`src/rtl/ball_motion_ctrl_if.sv`:
```
// Signal bundle between the pong ball engine and the rest of the core:
// frame/serve/bat-hit strobes and speed/angle selects in, ball state and
// sound/score pulses out.
interface ball_motion_ctrl_if;
   logic       i_frame;
   logic       i_speed;
   logic       i_angle;
   logic       i_hit_l;
   logic       i_hit_r;
   logic [1:0] i_zone;
   logic       i_serve;
   logic [8:0] o_ball_x;
   logic [7:0] o_ball_y;
   logic       o_dir_x;
   logic       o_dir_y;
   logic       o_ball_on;
   logic       o_sound;
   logic       o_score_l;
   logic       o_score_r;

   // Driver side: supplies strobes and selects, observes the ball
   modport master (
      output i_frame, i_speed, i_angle, i_hit_l, i_hit_r, i_zone, i_serve,
      input  o_ball_x, o_ball_y, o_dir_x, o_dir_y, o_ball_on, o_sound,
             o_score_l, o_score_r
   );

   // Engine side
   modport slave (
      input  i_frame, i_speed, i_angle, i_hit_l, i_hit_r, i_zone, i_serve,
      output o_ball_x, o_ball_y, o_dir_x, o_dir_y, o_ball_on, o_sound,
             o_score_l, o_score_r
   );
endinterface

```
`src/rtl/ball_motion_ctrl.sv`:
```
// Ball position/direction engine for the AY-3-8500 pong core.
// Advances the ball once per video frame, reflects it off the top/bottom
// walls and the bats, detects goals, and generates the rebound sound pulse
// and the score pulses. All outputs come straight from flops.
//
// Build option: define AUTO_SERVE_EN to let the SERVE state launch the ball
// by itself after SERVE_DELAY frames, aimed at the player who just conceded.
// Without it, SERVE waits for i_serve indefinitely.
module ball_motion_ctrl #(
   parameter logic [8:0]  XMAX        = 9'd255,
   parameter logic [7:0]  YMAX        = 8'd223,
   parameter int          SLOW_DX     = 2,
   parameter int          FAST_DX     = 4,
   parameter int          SHALLOW_DY  = 1,
   parameter int          STEEP_DY    = 2,
   parameter logic [15:0] SOUND_LEN   = 16'd4096,
   parameter logic [5:0]  SERVE_DELAY = 6'd60
) (
   input logic               i_clk,
   input logic               i_rst_n,
   ball_motion_ctrl_if.slave bus
);

   typedef enum logic [1:0] {
      ST_SERVE = 2'd0,
      ST_PLAY  = 2'd1,
      ST_OUT   = 2'd2
   } state_t;

   localparam logic [8:0] X_CENTRE = XMAX >> 1;
   localparam logic [7:0] Y_CENTRE = YMAX >> 1;

   state_t      state_q, state_d;
   logic [8:0]  x_q, x_d;
   logic [7:0]  y_q, y_d;
   logic        dir_x_q, dir_x_d;
   logic        dir_y_q, dir_y_d;
   logic        spd_q, spd_d;
   logic        ang_q, ang_d;
   logic [5:0]  frm_q, frm_d;
   logic [15:0] snd_cnt_q, snd_cnt_d;
   logic        snd_pend_q, snd_pend_d;
   logic        sound_q, sound_d;
   logic        ball_on_q, ball_on_d;
   logic        score_l_q, score_l_d;
   logic        score_r_q, score_r_d;
`ifdef AUTO_SERVE_EN
   logic        concede_r_q, concede_r_d;
`endif

   logic              hit_l_ok, hit_r_ok, hit_ok;
   logic              eff_dir_x, eff_dir_y, eff_spd, eff_ang;
   logic signed [9:0] xs, ys, step_dx, step_dy, nx, ny;
   logic signed [9:0] xmax_s, ymax_s;
   logic              wall_top, wall_bot, goal_left, goal_right;
   logic              snd_trig;

   // State register: everything the engine remembers, reset to a centred serve
   always_ff @(posedge i_clk or negedge i_rst_n) begin
      if (!i_rst_n) begin
         state_q     <= ST_SERVE;
         x_q         <= X_CENTRE;
         y_q         <= Y_CENTRE;
         dir_x_q     <= 1'b1;
         dir_y_q     <= 1'b0;
         spd_q       <= 1'b0;
         ang_q       <= 1'b0;
         frm_q       <= '0;
         snd_cnt_q   <= '0;
         snd_pend_q  <= 1'b0;
         sound_q     <= 1'b0;
         ball_on_q   <= 1'b0;
         score_l_q   <= 1'b0;
         score_r_q   <= 1'b0;
`ifdef AUTO_SERVE_EN
         concede_r_q <= 1'b1;
`endif
      end else begin
         state_q     <= state_d;
         x_q         <= x_d;
         y_q         <= y_d;
         dir_x_q     <= dir_x_d;
         dir_y_q     <= dir_y_d;
         spd_q       <= spd_d;
         ang_q       <= ang_d;
         frm_q       <= frm_d;
         snd_cnt_q   <= snd_cnt_d;
         snd_pend_q  <= snd_pend_d;
         sound_q     <= sound_d;
         ball_on_q   <= ball_on_d;
         score_l_q   <= score_l_d;
         score_r_q   <= score_r_d;
`ifdef AUTO_SERVE_EN
         concede_r_q <= concede_r_d;
`endif
      end
   end

   // Next-state logic: bat reflection first, then the frame step using the
   // post-hit direction and speed/angle, then wall/goal resolution and sound
   always_comb begin
      state_d     = state_q;
      x_d         = x_q;
      y_d         = y_q;
      dir_x_d     = dir_x_q;
      dir_y_d     = dir_y_q;
      spd_d       = spd_q;
      ang_d       = ang_q;
      frm_d       = frm_q;
      ball_on_d   = ball_on_q;
      score_l_d   = 1'b0;
      score_r_d   = 1'b0;
      snd_trig    = 1'b0;
      snd_cnt_d   = snd_cnt_q;
      snd_pend_d  = 1'b0;
`ifdef AUTO_SERVE_EN
      concede_r_d = concede_r_q;
`endif

      // A bat only reflects a ball travelling towards it; simultaneous hits
      // on both bats are treated as noise and ignored.
      hit_l_ok  = bus.i_hit_l & ~bus.i_hit_r & ~dir_x_q;
      hit_r_ok  = bus.i_hit_r & ~bus.i_hit_l &  dir_x_q;
      hit_ok    = (state_q == ST_PLAY) & (hit_l_ok | hit_r_ok);

      eff_dir_x = hit_ok ? ~dir_x_q : dir_x_q;
      eff_dir_y = dir_y_q;
      if (hit_ok) begin
         if (bus.i_zone == 2'd0)
            eff_dir_y = 1'b0;
         else if (bus.i_zone == 2'd2)
            eff_dir_y = 1'b1;
      end
      eff_spd   = hit_ok ? bus.i_speed : spd_q;
      eff_ang   = hit_ok ? bus.i_angle : ang_q;

      step_dx   = eff_spd ? 10'(FAST_DX) : 10'(SLOW_DX);
      step_dy   = eff_ang ? 10'(STEEP_DY) : 10'(SHALLOW_DY);
      xs        = $signed({1'b0, x_q});
      ys        = $signed({2'b00, y_q});
      xmax_s    = $signed({1'b0, XMAX});
      ymax_s    = $signed({2'b00, YMAX});
      nx        = eff_dir_x ? (xs + step_dx) : (xs - step_dx);
      ny        = eff_dir_y ? (ys + step_dy) : (ys - step_dy);

      wall_top   = (ny < 10'sd0);
      wall_bot   = (ny > ymax_s);
      goal_right = (nx < 10'sd0);
      goal_left  = (nx > xmax_s);

      case (state_q)
         ST_SERVE: begin
            x_d = X_CENTRE;
            y_d = Y_CENTRE;
            if (bus.i_serve) begin
               state_d   = ST_PLAY;
               spd_d     = bus.i_speed;
               ang_d     = bus.i_angle;
               ball_on_d = 1'b1;
               frm_d     = '0;
            end
`ifdef AUTO_SERVE_EN
            else if (bus.i_frame) begin
               if (frm_q == SERVE_DELAY - 6'd1) begin
                  state_d   = ST_PLAY;
                  spd_d     = bus.i_speed;
                  ang_d     = bus.i_angle;
                  dir_x_d   = concede_r_q;
                  ball_on_d = 1'b1;
                  frm_d     = '0;
               end else begin
                  frm_d = frm_q + 6'd1;
               end
            end
`endif
         end

         ST_PLAY: begin
            dir_x_d  = eff_dir_x;
            dir_y_d  = eff_dir_y;
            spd_d    = eff_spd;
            ang_d    = eff_ang;
            snd_trig = hit_ok;
            if (bus.i_frame) begin
               x_d = nx[8:0];
               y_d = ny[7:0];
               if (wall_top) begin
                  y_d      = 8'd0;
                  dir_y_d  = 1'b1;
                  snd_trig = 1'b1;
               end else if (wall_bot) begin
                  y_d      = YMAX;
                  dir_y_d  = 1'b0;
                  snd_trig = 1'b1;
               end
               if (goal_right) begin
                  x_d         = 9'd0;
                  score_r_d   = 1'b1;
                  state_d     = ST_OUT;
                  ball_on_d   = 1'b0;
                  frm_d       = '0;
                  snd_trig    = 1'b0;
`ifdef AUTO_SERVE_EN
                  concede_r_d = 1'b0;
`endif
               end else if (goal_left) begin
                  x_d         = XMAX;
                  score_l_d   = 1'b1;
                  state_d     = ST_OUT;
                  ball_on_d   = 1'b0;
                  frm_d       = '0;
                  snd_trig    = 1'b0;
`ifdef AUTO_SERVE_EN
                  concede_r_d = 1'b1;
`endif
               end
            end
         end

         ST_OUT: begin
            if (bus.i_frame) begin
               if (frm_q == SERVE_DELAY - 6'd1) begin
                  state_d = ST_SERVE;
                  frm_d   = '0;
                  x_d     = X_CENTRE;
                  y_d     = Y_CENTRE;
               end else begin
                  frm_d = frm_q + 6'd1;
               end
            end
         end

         default: state_d = ST_SERVE;
      endcase

      // A retrigger while the pulse is running drops the output for one
      // clock before reloading, so every rebound yields a fresh rising edge.
      if (snd_pend_q) begin
         snd_cnt_d = SOUND_LEN;
      end else if (snd_trig) begin
         if (snd_cnt_q != 16'd0) begin
            snd_cnt_d  = 16'd0;
            snd_pend_d = 1'b1;
         end else begin
            snd_cnt_d = SOUND_LEN;
         end
      end else if (snd_cnt_q != 16'd0) begin
         snd_cnt_d = snd_cnt_q - 16'd1;
      end
      sound_d = (snd_cnt_d != 16'd0);
   end

   assign bus.o_ball_x  = x_q;
   assign bus.o_ball_y  = y_q;
   assign bus.o_dir_x   = dir_x_q;
   assign bus.o_dir_y   = dir_y_q;
   assign bus.o_ball_on = ball_on_q;
   assign bus.o_sound   = sound_q;
   assign bus.o_score_l = score_l_q;
   assign bus.o_score_r = score_r_q;

endmodule

```
`src/flat_wrapper.sv`:
```
// flat-port wrapper written by rule: the top's interface ports become plain ports
module ball_motion_ctrl_flat 
#(
   parameter logic [8:0]  XMAX        = 9'd255,
   parameter logic [7:0]  YMAX        = 8'd223,
   parameter int          SLOW_DX     = 2,
   parameter int          FAST_DX     = 4,
   parameter int          SHALLOW_DY  = 1,
   parameter int          STEEP_DY    = 2,
   parameter logic [15:0] SOUND_LEN   = 16'd4096,
   parameter logic [5:0]  SERVE_DELAY = 6'd60
)
  (i_clk, i_rst_n, bus_i_frame, bus_i_speed, bus_i_angle, bus_i_hit_l, bus_i_hit_r, bus_i_zone, bus_i_serve, bus_o_ball_x, bus_o_ball_y, bus_o_dir_x, bus_o_dir_y, bus_o_ball_on, bus_o_sound, bus_o_score_l, bus_o_score_r);
  ball_motion_ctrl_if bus_i ();
  input logic i_clk;
  input logic i_rst_n;
  input wire logic [$bits(bus_i.i_frame)-1:0] bus_i_frame;
  input wire logic [$bits(bus_i.i_speed)-1:0] bus_i_speed;
  input wire logic [$bits(bus_i.i_angle)-1:0] bus_i_angle;
  input wire logic [$bits(bus_i.i_hit_l)-1:0] bus_i_hit_l;
  input wire logic [$bits(bus_i.i_hit_r)-1:0] bus_i_hit_r;
  input wire logic [$bits(bus_i.i_zone)-1:0] bus_i_zone;
  input wire logic [$bits(bus_i.i_serve)-1:0] bus_i_serve;
  output wire logic [$bits(bus_i.o_ball_x)-1:0] bus_o_ball_x;
  output wire logic [$bits(bus_i.o_ball_y)-1:0] bus_o_ball_y;
  output wire logic [$bits(bus_i.o_dir_x)-1:0] bus_o_dir_x;
  output wire logic [$bits(bus_i.o_dir_y)-1:0] bus_o_dir_y;
  output wire logic [$bits(bus_i.o_ball_on)-1:0] bus_o_ball_on;
  output wire logic [$bits(bus_i.o_sound)-1:0] bus_o_sound;
  output wire logic [$bits(bus_i.o_score_l)-1:0] bus_o_score_l;
  output wire logic [$bits(bus_i.o_score_r)-1:0] bus_o_score_r;
  assign bus_i.i_frame = bus_i_frame;
  assign bus_i.i_speed = bus_i_speed;
  assign bus_i.i_angle = bus_i_angle;
  assign bus_i.i_hit_l = bus_i_hit_l;
  assign bus_i.i_hit_r = bus_i_hit_r;
  assign bus_i.i_zone = bus_i_zone;
  assign bus_i.i_serve = bus_i_serve;
  assign bus_o_ball_x = bus_i.o_ball_x;
  assign bus_o_ball_y = bus_i.o_ball_y;
  assign bus_o_dir_x = bus_i.o_dir_x;
  assign bus_o_dir_y = bus_i.o_dir_y;
  assign bus_o_ball_on = bus_i.o_ball_on;
  assign bus_o_sound = bus_i.o_sound;
  assign bus_o_score_l = bus_i.o_score_l;
  assign bus_o_score_r = bus_i.o_score_r;
  ball_motion_ctrl #(.XMAX(XMAX), .YMAX(YMAX), .SLOW_DX(SLOW_DX), .FAST_DX(FAST_DX), .SHALLOW_DY(SHALLOW_DY), .STEEP_DY(STEEP_DY), .SOUND_LEN(SOUND_LEN), .SERVE_DELAY(SERVE_DELAY)) u_core (.i_clk(i_clk), .i_rst_n(i_rst_n), .bus(bus_i));
endmodule
```
`config.mk`:
```
export PLATFORM = sky130hd
export DESIGN_NAME = ball_motion_ctrl_flat
export DESIGN_NICKNAME = d
export VERILOG_FILES = /design/src/rtl/ball_motion_ctrl_if.sv /design/src/rtl/ball_motion_ctrl.sv /design/src/flat_wrapper.sv
export SDC_FILE = /design/constraint.sdc
export NUM_CORES = 1
export LEC_CHECK = 0
export BUFFER_PORTS_ARGS = -buffer_cell sky130_fd_sc_hd__buf_2
export CORE_MARGIN = 2
export CORE_UTILIZATION = 65
export CTS_BUF_LIST = sky130_fd_sc_hd__clkbuf_8 sky130_fd_sc_hd__clkbuf_16
export CTS_CLUSTER_SIZE = 10
export DETAILED_ROUTE_END_ITERATION = 8
export GPL_ROUTABILITY_DRIVEN = 0
export PLACE_DENSITY = 0.9
export SYNTH_ARGS = -nofsm -noshare
export SYNTH_HDL_FRONTEND = slang
export SYNTH_SLANG_ARGS = --single-unit
```
`constraint.sdc`:
```
create_clock -name i_clk -period 10.86 [get_ports i_clk]
set_input_delay 2.715 -clock i_clk [delete_from_list [all_inputs] [get_ports i_clk]]
set_output_delay 2.715 -clock i_clk [all_outputs]
set_load 0.01 [all_outputs]
```
# --- After elaboration in Yosys (flattened, before gate mapping) ---
# Index checks and enable logic that the tools add are counted.
totals:
  regBits: 50
  in_bits: 10
  out_inout_bits: 23
  word_cells: 121
op_classes:
  eq_ne: 9
  add_sub_neg: 6
  reduce_logical: 11
  bitwise_logic: 9
  n_mux: 68
  n_lt_le_gt_ge: 4
op_table:
  columns: ["op", "n"]
  rows:
  - ["16-bit 2-to-1 mux", 3]
  - ["9-bit 2-to-1 mux", 5]
  - ["8-bit 2-to-1 mux", 5]
  - ["6-bit 2-to-1 mux", 6]
  - ["16-bit nonzero test", 2]
  - ["1-bit 2-to-1 mux", 31]
  - ["9-bit one-hot mux with 3 select lines", 1]
  - ["8-bit one-hot mux with 3 select lines", 1]
  - ["10-bit by 9-bit > comparator with 1-bit output, second input constant", 2]
  - ["10-bit by 1-bit less-than comparator with 1-bit output, second input constant", 2]
  - ["10-bit 2-to-1 mux", 2]
  - ["6-bit one-hot mux with 3 select lines", 1]
  - ["16-bit by 1-bit subtractor with 16-bit output, second input constant", 1]
  - ["2-bit 2-to-1 mux", 7]
  - ["13-bit 2-to-1 mux", 1]
  - ["10-bit adder", 1]
  - ["9-bit by 10-bit adder with 10-bit output", 1]
  - ["5-bit AND reduction", 2]
  - ["10-bit subtractor", 1]
  - ["9-bit by 10-bit subtractor with 10-bit output", 1]
  - ["4-bit AND reduction", 2]
  - ["6-bit by 1-bit adder with 6-bit output, second input constant", 1]
  - ["6-bit equality test, second input constant", 1]
  - ["2-bit != test, second input constant", 3]
  - ["other kinds (14)", 24]

# --- Longest topological paths before layout ---
# Gate-level depths: netlist (run 1).
depth:
  word_depth: 19
  mapped_depth: 15
  depth_no_buf: 13

# --- Worst setup path after synthesis (run 1) ---
# OpenSTA, ideal clock, no wires.
synth_timing:
  path_type: "input to register"
  from: "input port bus_i_hit_l"
  to: "register u_core.snd_cnt_q[10]"
  required_time_ns: 10.715
  setup_time_ns: 0.145
  slack_ns: 4.854
  arrival_time_ns: 5.861
  path_buffers: 2
  path_stages: 15
  cell_sequence: "and3b_1 -> buf_2 -> o21ai_2 -> mux2i_1 -> nand2_1 -> ha_1 -> a21oi_1 -> o211ai_1 -> o41ai_1 -> xor2_1 -> a31oi_1 -> or3_1 -> o221ai_4 -> buf_6 -> nor3_2"
synth_via:
  elab_chain_len: 18
  word_cells_on_any_way: 31
  cone_classes: "add/sub: 4; order compare: 4; mux: 16; bitwise: 7"
synth_rtl:
  columns: ["element", "line_no", "text"]
  rows:
  - ["from (decl)", "flat_wrapper.sv:20", "input wire logic [$bits(bus_i.i_hit_l)-1:0] bus_i_hit_l;"]
  - ["1-bit NOT", "ball_motion_ctrl.sv:123", "hit_r_ok = bus.i_hit_r & ~bus.i_hit_l & dir_x_q;"]
  - ["1-bit bitwise AND (2 in a row)", "ball_motion_ctrl.sv:123", null]
  - ["1-bit bitwise OR (*)", "ball_motion_ctrl.sv:124", "hit_ok = (state_q == ST_PLAY) & (hit_l_ok | hit_r_ok);"]
  - ["1-bit bitwise AND (*)", "ball_motion_ctrl.sv:124", null]
  - ["1-bit 2-to-1 mux", "ball_motion_ctrl.sv:135", "eff_ang = hit_ok ? bus.i_angle : ang_q;"]
  - ["2-bit 2-to-1 mux", "ball_motion_ctrl.sv:138", "step_dy = eff_ang ? 10'(STEEP_DY) : 10'(SHALLOW_DY);"]
  - ["9-bit by 10-bit subtractor with 10-bit output / 9-bit by 10-bit adder with 10-bit output (equally long branches)", "ball_motion_ctrl.sv:144", "ny = eff_dir_y ? (ys + step_dy) : (ys - step_dy);"]
  - ["10-bit 2-to-1 mux", "ball_motion_ctrl.sv:144", null]
  - ["[2 not listed]", null, null]
  - ["1-bit 2-to-1 mux", "ball_motion_ctrl.sv:187", "if (wall_top) begin"]
  - ["1-bit 2-to-1 mux", "ball_motion_ctrl.sv:206", "end else if (goal_left) begin"]
  - ["1-bit 2-to-1 mux", "ball_motion_ctrl.sv:196", "if (goal_right) begin"]
  - ["1-bit 2-to-1 mux (*)", "ball_motion_ctrl.sv:184", "if (bus.i_frame) begin"]
  - ["1-bit 2-to-1 mux (*)", "ball_motion_ctrl.sv:151", "case (state_q)"]
  - ["16-bit 2-to-1 mux (*)", "ball_motion_ctrl.sv:240", "end else if (snd_trig) begin"]
  - ["16-bit 2-to-1 mux (*)", "ball_motion_ctrl.sv:238", "if (snd_pend_q) begin"]
  - ["via u_core.snd_cnt_d[10]", "ball_motion_ctrl.sv:41", "logic [15:0] snd_cnt_q, snd_cnt_d;"]
  - ["to (signal assigned)", "ball_motion_ctrl.sv:87", "snd_cnt_q <= snd_cnt_d;"]
  - ["to (decl)", "ball_motion_ctrl.sv:41", null]
# The timed path passes the listed nets; every way through them passes the cells marked *.
# A chain may end at the register's enable or synchronous reset.

# --- Worst setup path after layout (run 1) ---
layout_timing:
  from: "input port bus_i_hit_r"
  to: "register u_core.sound_q, in the netlist u_core.bus.o_sound"
layout_via:
  elab_chain_len: 19
  word_cells_on_any_way: 32
  cone_classes: "add/sub: 4; order compare: 4; mux: 16; bitwise: 7; reduce/logical: 1"
layout_rtl:
  columns: ["element", "line_no", "text"]
  rows:
  - ["from (decl)", "flat_wrapper.sv:21", "input wire logic [$bits(bus_i.i_hit_r)-1:0] bus_i_hit_r;"]
  - ["1-bit NOT", "ball_motion_ctrl.sv:122", "hit_l_ok = bus.i_hit_l & ~bus.i_hit_r & ~dir_x_q;"]
  - ["1-bit bitwise AND (2 in a row)", "ball_motion_ctrl.sv:122", null]
  - ["1-bit bitwise OR (*)", "ball_motion_ctrl.sv:124", null]
  - ["1-bit bitwise AND (*)", "ball_motion_ctrl.sv:124", null]
  - ["1-bit 2-to-1 mux", "ball_motion_ctrl.sv:135", null]
  - ["2-bit 2-to-1 mux", "ball_motion_ctrl.sv:138", null]
  - ["9-bit by 10-bit subtractor with 10-bit output / 9-bit by 10-bit adder with 10-bit output (equally long branches)", "ball_motion_ctrl.sv:144", null]
  - ["10-bit 2-to-1 mux", "ball_motion_ctrl.sv:144", null]
  - ["[3 not listed]", null, null]
  - ["1-bit 2-to-1 mux", "ball_motion_ctrl.sv:206", null]
  - ["1-bit 2-to-1 mux", "ball_motion_ctrl.sv:196", null]
  - ["1-bit 2-to-1 mux (*)", "ball_motion_ctrl.sv:184", null]
  - ["1-bit 2-to-1 mux (*)", "ball_motion_ctrl.sv:151", null]
  - ["16-bit 2-to-1 mux (*)", "ball_motion_ctrl.sv:240", null]
  - ["16-bit 2-to-1 mux (*)", "ball_motion_ctrl.sv:238", null]
  - ["16-bit nonzero test (*)", "ball_motion_ctrl.sv:250", "sound_d = (snd_cnt_d != 16'd0);"]
  - ["via u_core.sound_d", "ball_motion_ctrl.sv:43", "logic sound_q, sound_d;"]
  - ["to (signal assigned)", "ball_motion_ctrl.sv:89", "sound_q <= sound_d;"]
  - ["to (decl)", "ball_motion_ctrl.sv:43", null]
# Marked as above.

==> out/qor.yml, run 1 <==
nets: 459
synth_seq_area_share_pct: 34.2
grt_antenna_before_repair: 0
max-cap-violations: 0
worstSetupStartpointType: "input port"
cts.repair_timing.setup_buffer_count: 0
cts.sinks: 50
final_max_slew_viol_count: 0
timing.final.crit_period_ns: 6.53
layout.cells.most_common_list: "44 x sky130_fd_sc_hd__nor2_1, 36 x sky130_fd_sc_hd__dfrtp_1, 32 x sky130_fd_sc_hd__buf_2"
remaining_drc_errors: 0
tritoncts_clock_tree: "done"
first_iter_violations: 254
run_status: "finished clean"
family_with_the_most_delay_on_the_worst_path: "compound AO/OA/AOI/OAI gates"
htree_levels: 2
synth_area_per_cell_sq_um: 8.93
worst_r2r_startpoint: "u_core.state_q[0]$_DFFE_PN0P_"
drt.antenna.violating_nets: 0
portBuffers: 32
fin_skew_ns: 0.00778
summed_negative_setup_slack_over_all_endpoints_ns: 0
vdd.ir_drop.worst_mv: 0.237
detail_route.first_pass.iterations: 5
synth_seq_cells: 50
worst_r2r_path_depth: 13
gr-usage-all-layers_pct: 28.8
crit_start: "bus_i_hit_r"
post_synth_num_cell_types: 72
path_class: "in -> reg"
mappedNetlistArea_sq_mm: 0.00371
detailed_place_hpwl_microns: 5870
dr_total_vias: 3307
crit_slowest_cell: "sky130_fd_sc_hd__o221ai_4"
syn_to_final_growth_pct: 6.92
regToRegEndpoint: "u_core.bus.o_sound$_DFF_PN0_"
starting_density_of_the_core_pct: 67.3
design.die.area_sq_mm: 0.00632
slew_headroom_pct: 51.3
grt_first_pass_wirelength_microns: 14500
tightestPinTransition_ns: 0.731
die_width_microns: 79.5
most_common_cell_after_layout_fill_and_taps_aside: "sky130_fd_sc_hd__nor2_1"
clock_insertion_delay_worst_skew_ns: 0.31
setup_repair_after_global_routing_missed_its_margin: "no"
drt_wl_total_microns: 8550
crit_path_max_incr_delay_ns: 0.60
synthArstFlopShare_pct: 100
critPathRequiredTime_ns: 11.09
synth_warnings: 0
cts_hold_repair.buffers: 0
timing.final.hold_violations: 0
num_io_pins: 33
total_power_uw: 1220
fp.dieH_microns: 79.5
clock.fmax_mhz: 153
ctsLongestPathBuffers: 2
finalSetupViolations: 0
path_common_cell: "sky130_fd_sc_hd__mux2i_1"
power_leakage_uw: 0.00176
cellPowerDensity_mw_per_mm2: 309
synth_nets: 440
max_fo_critical_path: 18
postCtsResizedCells: 0
grt_ovf: 0
post-route-period-util_pct: 60.1
timing.reg2reg.setup_slack_ns: 6.08
synth_cells: 415
grt_max_degree: 51
clk_pin_slew_worst_setup_hold_paths_ns: 0.10
post_drt_via_cell_ratio: 6.52
dpl_cell_area_sq_mm: 0.00386
cts_root_buffer: "sky130_fd_sc_hd__clkbuf_8"
cts_made_buffers: 5
critical_path.endpoint_type: "flip-flop"
fin_area_sq_mm: 0.00396
grt_pass1_vias: 3097
core_sq_mm: 0.00551
rows: 27
min-delay-path-class: "reg -> reg"
fraction_of_final_layout_cells_with_drive_strength_greater_than_1_pct: 20.9
avgRoutedWirePerCell_microns: 16.9
worstSetupEndpoint: "u_core.bus.o_sound$_DFF_PN0_"
crit_buf_inv: 1
timing.critical_path.depth: 14
synth_flop_cell: "sky130_fd_sc_hd__dfrtp_1"
endpoint_arrival_time_on_the_critical_path_ns: 6.76
antennaDiodeCount: 0
synth-edff-count: 0
critical_path.cell_chain: "buf_2, and3b_1, o21ai_2, mux2i_1, nand2_1, ha_1, a21oi_1, o211ai_1, o41ai_1, xor2_1, a31oi_1, nand3b_1, o221ai_4, mux2i_1"
## final cells by class
class,count,area (sq um)
Tap cell,72,90.1
Timing Repair Buffer,34,175
Sequential cell,50,1270
Inverter,19,71.3
Fill cell,411,1540
Multi-Input combinational cell,324,2260
Clock inverter,2,16.3
Clock buffer,6,82.6
## registers in the layout (all words and copies together), names as in the netlist
register / cells
u_core.spd_q: 1
u_core.snd_cnt_q: 16
u_core.state_q: 2
u_core.bus.o_ball_x: 9
u_core.bus.o_score_l: 1
u_core.frm_q: 6
u_core.bus.o_dir_x: 1
u_core.bus.o_ball_on: 1
u_core.ang_q: 1
u_core.bus.o_sound: 1
u_core.bus.o_dir_y: 1
u_core.bus.o_ball_y: 8
u_core.bus.o_score_r: 1
u_core.snd_pend_q: 1
## tightest hold or removal path: cells and delay by family (launching register included)
family          cells  cell delay [ns]
flops               1             0.39
simple gates        1             0.09
compound gates      1             0.04
## cells in the mapped netlist (7+ instances only)
| cell type | number | share of area [%] |
|---|---|---|
| sky130_fd_sc_hd__clkbuf_1 | 13 | 1.3 |
| sky130_fd_sc_hd__nor3_1 | 15 | 2.0 |
| sky130_fd_sc_hd__nand2b_1 | 8 | 1.4 |
| sky130_fd_sc_hd__a21oi_1 | 21 | 2.8 |
| sky130_fd_sc_hd__nor2_1 | 44 | 4.5 |
| sky130_fd_sc_hd__o31ai_1 | 7 | 1.4 |
| sky130_fd_sc_hd__or3_1 | 8 | 1.4 |
| sky130_fd_sc_hd__inv_1 | 19 | 1.9 |
| sky130_fd_sc_hd__ha_1 | 13 | 4.4 |
| sky130_fd_sc_hd__dfrtp_1 | 36 | 24 |
| sky130_fd_sc_hd__o21ai_0 | 16 | 2.2 |
| sky130_fd_sc_hd__a21o_1 | 8 | 1.6 |
| sky130_fd_sc_hd__nand3_1 | 9 | 1.2 |
| sky130_fd_sc_hd__xnor2_1 | 13 | 3.1 |
| sky130_fd_sc_hd__xor2_1 | 10 | 2.4 |
| sky130_fd_sc_hd__dfstp_2 | 14 | 9.9 |
| sky130_fd_sc_hd__nor3_2 | 11 | 3.0 |
| sky130_fd_sc_hd__a31oi_1 | 13 | 2.2 |
| sky130_fd_sc_hd__nand2_1 | 28 | 2.8 |
| sky130_fd_sc_hd__nor4_1 | 10 | 1.7 |
## how the worst min path moves through the flow
stage                                                  start                                  to  slack, ns  cells past startpoint
after detailed placement  u_core.bus.o_ball_x[1]$_DFFE_PN1P_  u_core.bus.o_ball_x[1]$_DFFE_PN1P_       0.51                      2
after floorplan                     u_core.spd_q$_DFFE_PN0P_            u_core.spd_q$_DFFE_PN0P_       0.48                      1
after global placement              u_core.spd_q$_DFFE_PN0P_            u_core.spd_q$_DFFE_PN0P_       0.49                      1
after CTS                 u_core.bus.o_ball_x[6]$_DFFE_PN1P_  u_core.bus.o_ball_x[6]$_DFFE_PN1P_       0.52                      2
final                     u_core.bus.o_ball_x[6]$_DFFE_PN1P_  u_core.bus.o_ball_x[6]$_DFFE_PN1P_       0.52                      2
after global routing      u_core.bus.o_ball_x[5]$_DFFE_PN1P_  u_core.bus.o_ball_x[5]$_DFFE_PN1P_       0.55                      2
## metrics by stage
step	std cells	utilization [%]	hold slack (ns)	setup slack (ns)
5_1_grt	507	72.0	0.546	4.10
2_1_floorplan	415	-	0.480	4.85
3_5_place_dp	499	70.2	0.508	4.19
6_report	507	72.0	0.518	4.33
4_1_cts	507	72.0	0.519	4.39
3_3_place_gp	499	70.2	0.492	4.41
## kinds of logic after synthesis
group           after synthesis  synth area share (%)
simple gates                172                  26.4
compound gates              105                  21.2
flops                        50                  34.2
buf+inv                      41                  4.83
xor+xnor                     23                  5.43
fa+ha+maj                    15                  5.47
mux                           9                  2.53
## power by group
| part | internal, uW | switching (uW) | leakage (uW) |
|---|---|---|---|
| Sequential | 266 | 95.4 | 0.000611 |
| Combinational | 307 | 436 | 0.00110 |
| Clock | 52.6 | 67.8 | 0.0000478 |
| Total | 626 | 599 | 0.00176 |
## metal layers
layer  global-route usage [%]  up-vias  share of wire, %
met5                        0        -                 0
met4                     11.4        0               2.1
met3                     4.07       22               5.4
met2                     47.6      135                49
met1                     38.0     1594                43
li1                         -     1556                 -
Note: power is estimated with default switching activity, not from simulation.
==> run 2: changes to the inputs <==
Settings changed: CORE_UTILIZATION 65 to 60, PLACE_DENSITY 0.9 to 0.84.
Clock period 10.86 ns to 6.47 ns, I/O delays scaled along.
==> run 2 against run 1 <==
Net effect: clock skew rose by 0.0041 ns; core utilization fell by 5.1 points; global-route usage fell by 2.3 points; clock power rose by 91%; critical path type unchanged.
==> out/qor.yml, run 2 (same netlist as run 1, synthesis figures left out) <==
run_status: "finished clean"
die_width_microns: 82.6
cellPowerDensity_mw_per_mm2: 521
nets: 459
regToRegEndpoint: "u_core.snd_cnt_q[12]$_DFF_PN0_"
timing.reg2reg.setup_slack_ns: 1.76
syn_to_final_growth_pct: 7.39
min-delay-start: "u_core.bus.o_ball_x[6]$_DFFE_PN1P_"
avgRoutedWirePerCell_microns: 16.4
pwr-share-comb_pct: 60.0
layout.cells.most_common_list: "44 x sky130_fd_sc_hd__nor2_1, 36 x sky130_fd_sc_hd__dfrtp_1, 32 x sky130_fd_sc_hd__buf_2"
ctsLongestPathBuffers: 2
cts_made_buffers: 5
family_with_the_most_delay_on_the_worst_path: "compound AO/OA/AOI/OAI gates"
hold_path_end: "u_core.bus.o_ball_x[6]$_DFFE_PN1P_"
path_class: "in -> reg"
detail_route.first_pass.iterations: 7
fin_worst_hold_slack_ns: 0.515
setup_repair_after_global_routing_missed_its_margin: "no"
post_drt_via_cell_ratio: 6.37
worst_r2r_path_depth: 13
cts.repair_timing.setup_buffer_count: 0
vdd.ir_drop.worst_mv: 0.318
grt_max_degree: 51
postCtsResizedCells: 0
rows: 28
min-delay-path-class: "reg -> reg"
crit_path_max_incr_delay_ns: 0.61
largest_reg_flops: 16
core_sq_mm: 0.00596
power_leakage_uw: 0.00177
htree_levels: 2
cts_root_buffer: "sky130_fd_sc_hd__clkbuf_8"
tritoncts_clock_tree: "done"
critical_path.cell_chain: "buf_2, and3b_1, o21ai_2, mux2i_1, nand2_1, ha_1, a21oi_1, o211ai_1, o41ai_1, xor2_1, a31oi_1, nand3b_1, o221ai_4, mux2i_1"
portBuffers: 32
pwr-share-clk_pct: 11.0
worstSetupStartpointType: "input port"
cts.sinks: 50
grt_antenna_before_repair: 0
dr_total_vias: 3247
grt_pass1_vias: 3003
fraction_of_final_layout_cells_with_drive_strength_greater_than_1_pct: 20.9
path_common_cell: "sky130_fd_sc_hd__mux2i_1"
fp.dieH_microns: 82.6
most_common_cell_after_layout_fill_and_taps_aside: "sky130_fd_sc_hd__nor2_1"
power.switching_fraction_pct: 48.0
internal-power_uw: 1080
grt_first_pass_wirelength_microns: 14000
final_max_slew_viol_count: 0
clock_insertion_delay_worst_skew_ns: 0.31
clk_pin_slew_worst_setup_hold_paths_ns: 0.09
cts_hold_repair.buffers: 0
starting_density_of_the_core_pct: 62.2
clock.fmax_mhz: 189
slew_headroom_pct: 49.7
drt.antenna.violating_nets: 0
num_io_pins: 33
timing.final.crit_period_ns: 5.28
summed_negative_setup_slack_over_all_endpoints_ns: 0
crit_buf_inv: 1
worst_r2r_startpoint: "u_core.state_q[0]$_DFFE_PN0P_"
first_iter_violations: 251
final_core_util_pct: 66.8
netSwitchingPower_uw: 997
drt_wl_total_microns: 8390
antennaDiodeCount: 0
remaining_drc_errors: 0
crit_slowest_cell: "sky130_fd_sc_hd__o221ai_4"
grt_ovf: 0
sequentialPowerShare_pct: 29.0
finalSetupViolations: 0
top_register: "u_core.snd_cnt_q"
max_fo_critical_path: 18
gr-usage-all-layers_pct: 26.4
endpoint_arrival_time_on_the_critical_path_ns: 5.50
tightestPinTransition_ns: 0.755
post-route-period-util_pct: 81.6
fin_skew_ns: 0.0119
design.die.area_sq_mm: 0.00682
total_power_uw: 2070
max-cap-violations: 0
setup_ws_ns: 1.19
critPathRequiredTime_ns: 6.69
dp_worst_slack_ns: 0.922
detailed_place_hpwl_microns: 6040
timing.final.hold_violations: 0
min_delay_path_depth: 2
critical_path.endpoint_type: "flip-flop"
run 2: cell types whose count changed in the layout (fill, tap and decap cells not counted), sizes merged:
cell      previous run  this run
clkbuf               6         5
clkinv               0         1
bufinv               0         1
clkinvlp             1         0
run 2: power groups by stage:
| stage | logic [uW] | registers (uW) | clock network (uW) |
|---|---|---|---|
| global route | 1400 | 623 | 244 |
| global placement | 1180 | 595 | 0 |
| CTS | 1240 | 599 | 234 |
| finish | 1240 | 601 | 229 |
| detailed placement | 1220 | 603 | 0 |
| floorplan | 1010 | 554 | 0 |
run 2: cell type report:
class	instances	area, sq um
clock buffer	5	68.8
clock inverter	3	43.8
fill	478	1970
inverter	19	71.3
multi-input combinational	324	2260
tap	75	93.8
sequential	50	1270
timing repair buffer	34	175
run 2: metrics by stage:
step / cells / instance area [sq um]
2_1_floorplan: 415 / 3710
3_3_place_gp: 502 / 3870
3_5_place_dp: 502 / 3870
4_1_cts: 510 / 3980
5_1_grt: 510 / 3980
6_report: 510 / 3980
run 2: worst max-delay path by stage:
| stage | start | to | slack [ns] | cells after the start |
|---|---|---|---|---|
| 2_1_floorplan | bus_i_hit_l | u_core.snd_cnt_q[10]$_DFF_PN0_ | 1.56 | 15 |
| 3_5_place_dp | bus_i_hit_l | u_core.snd_cnt_q[12]$_DFF_PN0_ | 0.92 | 14 |
| 5_1_grt | bus_i_hit_r | u_core.bus.o_sound$_DFF_PN0_ | 0.87 | 14 |
| 3_3_place_gp | bus_i_hit_r | u_core.bus.o_sound$_DFF_PN0_ | 1.11 | 14 |
| 4_1_cts | bus_i_hit_l | u_core.snd_cnt_q[12]$_DFF_PN0_ | 1.22 | 14 |
| 6_report | bus_i_hit_r | u_core.snd_cnt_q[12]$_DFF_PN0_ | 1.19 | 14 |
run 2: worst min-delay path: stages, from the launching register on:
cell and delay, ns:
sky130_fd_sc_hd__dfstp_2 0.39, sky130_fd_sc_hd__nor2_1 0.09, sky130_fd_sc_hd__a31oi_1 0.04
run 2: layer usage:
layer | wire [microns] | GRT usage [%] | part of all wire, % | vias up
met5 | 0 | 0 | 0 | -
met3 | 448 | 5.11 | 5.3 | 17
li1 | - | - | - | 1550
met4 | 114 | 7.38 | 1.4 | 0
met1 | 3680 | 33.6 | 44 | 1570
met2 | 4140 | 45.8 | 49 | 110
